File: config.mk
export PLATFORM = sky130hd
export DESIGN_NAME = collision_score
export DESIGN_NICKNAME = d
export VERILOG_FILES = /design/src/rtl/collision_score.sv
export SDC_FILE = /design/constraint.sdc
export NUM_CORES = 1
export LEC_CHECK = 0
export CAP_MARGIN = 25
export CORE_ASPECT_RATIO = 0.75
export CORE_MARGIN = 1.5
export CORE_UTILIZATION = 41
export CTS_BUF_LIST = sky130_fd_sc_hd__clkbuf_4 sky130_fd_sc_hd__clkbuf_8 sky130_fd_sc_hd__clkbuf_16
export DETAILED_ROUTE_END_ITERATION = 8
export PLACE_DENSITY = 0.79
export SLEW_MARGIN = 20
export SYNTH_ARGS = -nofsm -noshare
export SYNTH_HDL_FRONTEND = slang
export SYNTH_SLANG_ARGS = --single-unit
File: constraint.sdc
create_clock -name Clk -period 2.9 [get_ports Clk]
set_clock_uncertainty 0.2 [all_clocks]
set_input_delay 0.435 -clock Clk [delete_from_list [all_inputs] [get_ports Clk]]
set_output_delay 0.435 -clock Clk [all_outputs]
set_load 0.05 [all_outputs]
File: src/rtl/collision_score.sv
// collision_score
//   Collision and scoring stage that sits after the bird flight-physics block.
//   Stage 1 registers the geometry tests every cycle. Stage 2 is a one-hot
//   game FSM that raises Stop on a hit and holds it until Ack. It also keeps
//   a saturating 2-digit BCD score and a high score.
//
// Ports
//   Clk, reset            clock; asynchronous active-high reset
//   q_Flight              physics block is in flight; starts a game from idle
//   Ack                   game FSM acknowledge; releases Stop
//   Bird_X_L/X_R/Y_T/Y_B  bird bounding box (pixels)
//   Pk_X_L/X_R            pipe k column edges, k = 0,1
//   Pk_Gap_T/Gap_B        pipe k gap top/bottom
//   Stop                  collision detected, held until Ack
//   Score, HighScore      BCD {tens, ones}
//   HitCause              00 none, 01 pipe, 10 floor, 11 ceiling
//   q_Idle/q_Play/q_Hit   one-hot state outputs
module collision_score #(
    parameter logic [9:0] FLOOR_Y = 10'd480,
    parameter logic [9:0] CEIL_Y  = 10'd0
) (
    input  logic       Clk,
    input  logic       reset,
    input  logic       q_Flight,
    input  logic       Ack,
    input  logic [9:0] Bird_X_L,
    input  logic [9:0] Bird_X_R,
    input  logic [9:0] Bird_Y_T,
    input  logic [9:0] Bird_Y_B,
    input  logic [9:0] P0_X_L,
    input  logic [9:0] P0_X_R,
    input  logic [9:0] P0_Gap_T,
    input  logic [9:0] P0_Gap_B,
    input  logic [9:0] P1_X_L,
    input  logic [9:0] P1_X_R,
    input  logic [9:0] P1_Gap_T,
    input  logic [9:0] P1_Gap_B,
    output logic       Stop,
    output logic [7:0] Score,
    output logic [7:0] HighScore,
    output logic [1:0] HitCause,
    output logic       q_Idle,
    output logic       q_Play,
    output logic       q_Hit
);

    typedef enum logic [2:0] {
        QIdle = 3'b001,
        QPlay = 3'b010,
        QHit  = 3'b100
    } state_t;

    state_t state, state_nx;

    logic pipe_hit_0_r, pipe_hit_1_r, floor_hit_r, ceil_hit_r;
    logic behind_0_r, behind_1_r;
    logic passed_0, passed_1;
    logic any_hit, pass_0, pass_1;
    logic [1:0] cause_nx;
    logic [7:0] score_p1, score_p2;

    // Adds one to a BCD score, holding at 99.
    function automatic logic [7:0] bcd_inc(input logic [7:0] s);
        logic [7:0] r;
        if (s == 8'h99)
            r = s;
        else if (s[3:0] == 4'd9)
            r = {s[7:4] + 4'd1, 4'd0};
        else
            r = {s[7:4], s[3:0] + 4'd1};
        return r;
    endfunction

    // Stage 1: geometry tests, registered in every state.
    // NOTE: sequential state uses non-blocking assignments so every register
    // samples the pre-edge values regardless of statement order.
    always_ff @(posedge Clk or posedge reset) begin
        if (reset) begin
            pipe_hit_0_r <= 1'b0;
            pipe_hit_1_r <= 1'b0;
            floor_hit_r  <= 1'b0;
            ceil_hit_r   <= 1'b0;
            behind_0_r   <= 1'b0;
            behind_1_r   <= 1'b0;
        end else begin
            pipe_hit_0_r <= (Bird_X_R > P0_X_L) && (Bird_X_L < P0_X_R) &&
                            ((Bird_Y_T < P0_Gap_T) || (Bird_Y_B > P0_Gap_B));
            pipe_hit_1_r <= (Bird_X_R > P1_X_L) && (Bird_X_L < P1_X_R) &&
                            ((Bird_Y_T < P1_Gap_T) || (Bird_Y_B > P1_Gap_B));
            floor_hit_r  <= Bird_Y_B >= FLOOR_Y;
            ceil_hit_r   <= Bird_Y_T <= CEIL_Y;
            behind_0_r   <= P0_X_R < Bird_X_L;
            behind_1_r   <= P1_X_R < Bird_X_L;
        end
    end

    assign any_hit  = pipe_hit_0_r | pipe_hit_1_r | floor_hit_r | ceil_hit_r;
    assign pass_0   = behind_0_r & ~passed_0;
    assign pass_1   = behind_1_r & ~passed_1;
    assign score_p1 = bcd_inc(Score);
    assign score_p2 = bcd_inc(score_p1);

    // Floor outranks ceiling, and ceiling outranks pipe.
    always_comb begin
        cause_nx = 2'b01;
        if (floor_hit_r)
            cause_nx = 2'b10;
        else if (ceil_hit_r)
            cause_nx = 2'b11;
    end

    always_ff @(posedge Clk or posedge reset) begin
        if (reset)
            state <= QIdle;
        else
            state <= state_nx;
    end

    // NOTE: every combinational output gets a default first, so no path
    // leaves it unassigned and no latch is inferred.
    always_comb begin
        state_nx = QIdle;
        case (state)
            QIdle:   state_nx = q_Flight ? QPlay : QIdle;
            QPlay:   state_nx = any_hit ? QHit : QPlay;
            QHit:    state_nx = Ack ? QIdle : QHit;
            default: state_nx = QIdle;
        endcase
    end

    // Score, pass flags, cause and high score.
    always_ff @(posedge Clk or posedge reset) begin
        if (reset) begin
            Score     <= 8'h00;
            HighScore <= 8'h00;
            HitCause  <= 2'b00;
            passed_0  <= 1'b0;
            passed_1  <= 1'b0;
        end else if (state == QIdle && q_Flight) begin
            Score    <= 8'h00;
            HitCause <= 2'b00;
            passed_0 <= 1'b0;
            passed_1 <= 1'b0;
        end else if (state == QPlay) begin
            if (any_hit) begin
                // A hit beats a pass in the same cycle. BCD digits compare
                // correctly as plain binary.
                HitCause <= cause_nx;
                if (Score > HighScore)
                    HighScore <= Score;
            end else begin
                // Set on the first behind cycle, held while behind, and
                // cleared once the pipe is back in front of the bird.
                passed_0 <= behind_0_r;
                passed_1 <= behind_1_r;
                if (pass_0 && pass_1)
                    Score <= score_p2;
                else if (pass_0 || pass_1)
                    Score <= score_p1;
            end
        end
    end

    assign Stop   = (state == QHit);
    assign q_Idle = (state == QIdle);
    assign q_Play = (state == QPlay);
    assign q_Hit  = (state == QHit);

endmodule

==> results of run 1 <==
path summary, 6_finish.rpt:
kind	start	to	slack, ps
max	Score[1]	Score[1]	140
min	floor_hit_r	HitCause[0]	300
max reg2reg	Score[1]	Score[1]	140
min reg2reg	floor_hit_r	HitCause[0]	300
max in group asynchronous	reset	state[0]	1440
min in group asynchronous	reset	HighScore[0]	360
metal layers:
| metal | GRT usage (%) | part of all wire (%) | vias up |
|---|---|---|---|
| met4 | 4.89 | 1.4 | 0 |
| li1 | - | - | 1901 |
| met3 | 4.59 | 5.8 | 21 |
| met5 | 0 | 0 | - |
| met1 | 25.9 | 43 | 1749 |
| met2 | 38.1 | 49 | 135 |
registers in the layout, indices dropped and copies added, names as in the netlist:
register / flops
passed_1: 1
behind_0_r: 1
passed_0: 1
Score: 8
state: 3
ceil_hit_r: 1
floor_hit_r: 1
pipe_hit_0_r: 1
HitCause: 2
pipe_hit_1_r: 1
behind_1_r: 1
HighScore: 8
cells in the mapped netlist, drive strengths merged (4+ instances only):
master	n	area, µm²
nor2b	8	50.1
or3	4	26.3
a21oi	24	120
nand3	17	85.1
buf	5	42.5
a21o	18	136
mux2i	6	60.1
a31oi	7	43.8
o21ai	22	114
nand2	20	75.1
ha	94	1180
o21a	4	30.0
dfrtp	28	701
inv	90	338
nor3	7	35.0
nor3b	4	46.3
nor2	16	62.6
mux2	7	78.8
nand4	12	75.1
per-stage QoR:
stage | hold WS (ps) | worst slack, ps | cells | TNS [ps]
after detailed placement | 300 | -49.5 | 709 | -92.1
after CTS | 306 | 14.7 | 717 | 0
after global routing | 328 | 10.7 | 719 | 0
final | 296 | 142 | 719 | 0
after floorplan | 264 | 6.10 | 448 | 0
after global placement | 283 | 146 | 709 | 0
power breakdown:
group / internal (W) / total [W] / switching (W)
Clock: 0.000323 / 0.000498 / 0.000174
Combinational: 0.000604 / 0.00135 / 0.000751
Sequential: 0.000503 / 0.000574 / 0.0000711
repair_timing:
item / in CTS / in global routing
resized for setup: 1 / 10
buffers inserted: 0 / 2
setup endpoints to repair: 2 / 6
pin swaps: 0 / 5
area by class of cell:
type	count	area, µm²
inverters	90	338
repair buffers	157	1540
multi-input cells	323	2720
well taps	112	140
clock inverters	2	10.0
fillers	756	3400
clock buffers	6	133
flip-flops and latches	29	731
worst max-delay path: cells and delay by family, from the launching register on:
family / cells / cell delay [ps]
buffers and inverters: 2 / 280
AND/OR/NAND/NOR: 4 / 700
flip-flops: 1 / 400
adder cells (fa/ha/maj): 2 / 340
multiplexers: 1 / 260
AO/OA/AOI/OAI: 2 / 450
kinds of logic after synthesis:
logic type | count (synthesis) | synth area share, %
mux | 13 | 3.68
simple gates | 109 | 16.8
xor+xnor | 4 | 0.928
compound gates | 103 | 18.0
fa+ha+maj | 94 | 31.2
buf+inv | 96 | 10.2
flops | 29 | 19.3
==> impl_metrics.tcl, run 1 <==
set metrics [dict create \
    floorplan.initialDensity_pct 41.9 \
    viasPerCell 5.29 \
    synth-main-ff-cell "sky130_fd_sc_hd__dfrtp_1" \
    dp_hpwl_um 9010 \
    first_global_vias 3869 \
    netlist_instances 448 \
    commonest_cells_after_routing_fill_and_taps_aside "145 x sky130_fd_sc_hd__clkdlybuf4s50_1, 92 x sky130_fd_sc_hd__ha_1, 89 x sky130_fd_sc_hd__inv_1, 25 x sky130_fd_sc_hd__dfrtp_1, 24 x sky130_fd_sc_hd__a21oi_1" \
    worst_pin_slew_ps 787 \
    number_of_enable_flip_flop_cells_after_synthesis 0 \
    clk_latency_ps 270 \
    min_delay_path_class "reg2reg" \
    cp_cell_sequence "inv_2 -> ha_4 -> and3b_2 -> nor2_1 -> a31oi_2 -> ha_1 -> nor4b_4 -> buf_4 -> nor2_1 -> a22o_1 -> mux2_2" \
    clock-sinks 29 \
    postRouteWirelength_um 10300 \
    portBuffers 145 \
    clock_tree.root_cell "sky130_fd_sc_hd__clkbuf_16" \
    synth-warning-count 0 \
    crit_path_end_kind "register" \
    top_level_pins 146 \
    fin_util_pct 62.3 \
    area_growth_syn_to_layout_pct 48.7 \
    mostFrequentLayoutCell "sky130_fd_sc_hd__clkdlybuf4s50_1" \
    floorplan.die_area_mm2 0.00980 \
    yosys_register_bits 29 \
    cp_max_fo 6 \
    cts-root-to-sink-buffers 2 \
    yosys.cell_types.count 64 \
    grt_start_max_net_pins 18 \
    totalPowerFinal_w 0.00243 \
    grt_remaining_overflow 0 \
    whs_path_depth 1 \
    finalInstanceArea_mm2 0.00561 \
    crit_top_cell "sky130_fd_sc_hd__nor2_1" \
    clk_pin_slew_ps 50 \
    post_drt_wl_per_cell_um 14.4 \
    status "finished clean" \
    setup-violations-final 0 \
    cpPeakStageDelay_ps 400 \
    critical_path_required_ps 2860 \
    power_per_cell_area_mw_per_mm2 433 \
    detailedRoute.firstIterationViolations 151 \
    final_hold_vios 0 \
    fin_nets 824 \
    slew-limit-headroom_pct 47.3 \
    power.ir.vdd_worst_mv 0.273 \
    synth.cell_area_mm2 0.00377 \
    p_leak_nw 2.81 \
    max_cap_violations 0 \
    tritoncts "yes" \
    fp.dieW_um 114 \
    crit_slowest_cell "sky130_fd_sc_hd__dfrtp_2" \
    synthesis.nets 666 \
    detailedRoute.firstPassIterationCount 4 \
    number_of_placement_rows 30 \
    route.antenna.remaining_nets 0 \
    track_usage_pct 21.1 \
    detail_route.drc_violations 0 \
    async_reset_ff_share_pct 100 \
    grt_setup_unrepaired "false" \
    worst_r2r_path_depth 11 \
    place_area_mm2 0.00540 \
    drv_slew 0 \
    gp_routability_congestion 0.891 \
    fin_crit_share_pct 95.1 \
    post_synthesis_mean_instance_area_um2 8.43 \
    minimum_clock_period_after_layout_ps 2760 \
    sequential_area_share_after_synthesis_pct 19.3 \
    cts-buffers-inserted 5 \
    worstSetupPathType "reg2reg" \
    floorplan.die.height_um 86.1 \
    detailroute.via_count 3806 \
    grt_antenna_before_repair 0 \
    cp_data_arrival_time_ps 2720 \
    grt_first_pass_wirelength_um 16800 \
    postCtsHoldBufs 0 \
    share_of_cells_above_drive_strength_1_pct 8.40 \
    count_of_h_tree_levels_built_during_cts 2 \
    coreArea_mm2 0.00901 \
    n_antenna_cell 0 \
    worst_setup_path_start_kind "register" \
    max_freq_mhz 363 \
]
Power figures use the tool's default switching activity.
==> inputs of run 2 (changes only) <==
CORE_UTILIZATION = 45   (was 41)
PLACE_DENSITY = 0.82   (was 0.79)
clock period = 3.15 ns   (was 2.9 ns; I/O delays follow)
==> run 2 against run 1 <==
Hold slack better by 9.8 ps. Sequential cell count stayed put. Largest cell class unchanged. Sequential share of layout area grew 0.34 points. Largest power group unchanged. Sequential power shrank 7.7%. Utilization up 5.6 points. Highest routed layer unchanged. First-iteration DRC count up 22%. Global-route usage up 1.6 points. Critical endpoint unchanged. Cell count decreased by 1.8%.
==> impl_metrics.tcl, run 2 (synthesis results as in run 1) <==
set metrics [dict create \
    cp_max_fo 8 \
    crit_path_end_kind "register" \
    layout_top_registers "HighScore: 8 flops, Score: 8 flops, state: 3 flops" \
    share_of_cells_above_drive_strength_1_pct 6.16 \
    detailedRoute.firstIterationViolations 184 \
    fin_crit_share_pct 94.1 \
    count_of_h_tree_levels_built_during_cts 2 \
    mostFrequentLayoutCell "sky130_fd_sc_hd__clkdlybuf4s50_1" \
    regToRegEndpoint "Score[1]" \
    drv_slew 0 \
    post_cts_resized 0 \
    total_area_of_multi_input_combinational_cells_mm2 0.00267 \
    track_usage_pct 22.7 \
    post_drt_wl_per_cell_um 14.2 \
    floorplan.initialDensity_pct 47.1 \
    clock-sinks 29 \
    use_met1_pct 27.8 \
    postRouteWirelength_um 10100 \
    groute.layer.met3.usage_pct 4.55 \
    worst-r2r-setup-slack_ps 180 \
    seq_area_um2 728 \
    worst_setup_path_start_kind "register" \
    grt_first_pass_wirelength_um 16000 \
    commonest_cells_after_routing_fill_and_taps_aside "145 x sky130_fd_sc_hd__clkdlybuf4s50_1, 94 x sky130_fd_sc_hd__ha_1, 90 x sky130_fd_sc_hd__inv_1, 27 x sky130_fd_sc_hd__dfrtp_1, 24 x sky130_fd_sc_hd__a21oi_1" \
    worst_pin_slew_ps 527 \
    detailedRoute.firstPassIterationCount 5 \
    p_leak_nw 2.73 \
    critical_path_required_ps 3130 \
    dp_hpwl_um 8790 \
    cts-buffers-inserted 5 \
    gp_routability_congestion 0.955 \
    detailroute.via_count 3781 \
    endpoint "Score[1]" \
    first_global_vias 3603 \
    min_delay_path_class "reg2reg" \
    max_freq_mhz 337 \
    fp.dieW_um 109 \
    clk_pin_slew_ps 70 \
    clock_tree.root_cell "sky130_fd_sc_hd__clkbuf_8" \
    number_of_placement_rows 28 \
    postCtsHoldBufs 0 \
    finalInstanceArea_mm2 0.00545 \
    status "finished clean" \
    worst_r2r_startpoint "Score[5]" \
    fin_util_pct 67.9 \
    max_cap_violations 0 \
    slew-limit-headroom_pct 64.7 \
    portBuffers 145 \
    route.antenna.remaining_nets 0 \
    minimum_clock_period_after_layout_ps 2970 \
    worst_r2r_path_depth 13 \
    power.ir.vdd_worst_mv 0.437 \
    nFillCells 641 \
    worstSetupPathType "reg2reg" \
    detail_route.drc_violations 0 \
    power_per_cell_area_mw_per_mm2 374 \
    grt_remaining_overflow 0 \
    final_hold_vios 0 \
    top_level_pins 146 \
    worstSetupStartpoint "Score[5]" \
    cp_data_arrival_time_ps 2950 \
    n_antenna_cell 0 \
    setup-violations-final 0 \
    viasPerCell 5.36 \
    cts-root-to-sink-buffers 2 \
    clk_latency_ps 290 \
    grt.busiest_layer "met2" \
    floorplan.die_area_mm2 0.00895 \
    area_growth_syn_to_layout_pct 44.4 \
    grt_start_max_net_pins 30 \
    post-cts-setup-buffers 0 \
    coreArea_mm2 0.00802 \
    tritoncts "yes" \
    floorplan.die.height_um 82.3 \
    fin_nets 818 \
    grt_antenna_before_repair 0 \
    grt_use_met2_pct 40.8 \
    place_area_mm2 0.00536 \
]
==> run 2: cell type report <==
| class | count | share of cell area, % |
|---|---|---|
| flip-flops and latches | 29 | 13.4 |
| well taps | 105 | 2.41 |
| multi-input cells | 323 | 49.0 |
| clock inverters | 3 | 0.321 |
| inverters | 90 | 6.20 |
| clock buffers | 5 | 1.26 |
| repair buffers | 151 | 27.5 |
==> run 2: critical path: stages (launching register included) <==
cell,delay (ps)
sky130_fd_sc_hd__dfrtp_1,470
sky130_fd_sc_hd__inv_1,110
sky130_fd_sc_hd__ha_1,190
sky130_fd_sc_hd__nand2_1,80
sky130_fd_sc_hd__o21ai_2,300
sky130_fd_sc_hd__nand2_1,150
sky130_fd_sc_hd__o21ai_2,100
sky130_fd_sc_hd__inv_1,60
sky130_fd_sc_hd__ha_1,200
sky130_fd_sc_hd__a21boi_0,130
sky130_fd_sc_hd__o211a_1,220
sky130_fd_sc_hd__a21o_1,210
sky130_fd_sc_hd__a22o_1,170
sky130_fd_sc_hd__mux2_2,250
==> run 2: how the worst min path moves through the flow <==
stage                      from          end  slack, ps  cells past startpoint
floorplan           floor_hit_r  HitCause[0]        260                      1
CTS                 floor_hit_r  HitCause[0]        310                      1
global placement    floor_hit_r  HitCause[0]        290                      1
finish              floor_hit_r  HitCause[0]        310                      1
detailed placement  floor_hit_r  HitCause[0]        300                      1
global route        floor_hit_r  HitCause[0]        350                      1
==> run 2: power by group <==
part           leakage, nW  switching, W  internal, W
sequential           0.383     0.0000688     0.000462
clock               0.0439      0.000153     0.000152
combinational         2.30      0.000661     0.000542
==> run 2: stage by stage <==
step / hold slack, ps / std cells / setup TNS, ps / power (W) / setup WS [ps]
CTS: 309 / 706 / 0 / 0.00205 / 5.73
global placement: 287 / 698 / 0 / 0.00170 / 176
detailed placement: 301 / 698 / 0 / 0.00174 / 18.2
floorplan: 264 / 448 / 0 / 0.00128 / 11.3
global route: 349 / 706 / -55.5 / 0.00219 / -44.4
finish: 306 / 706 / 0 / 0.00204 / 185
==> run 2: per-layer routing <==
metal	routed length (µm)	part of all wire [%]
met5	0	0
met4	51	0.51
met3	688	6.8
met2	4900	49
met1	4410	44
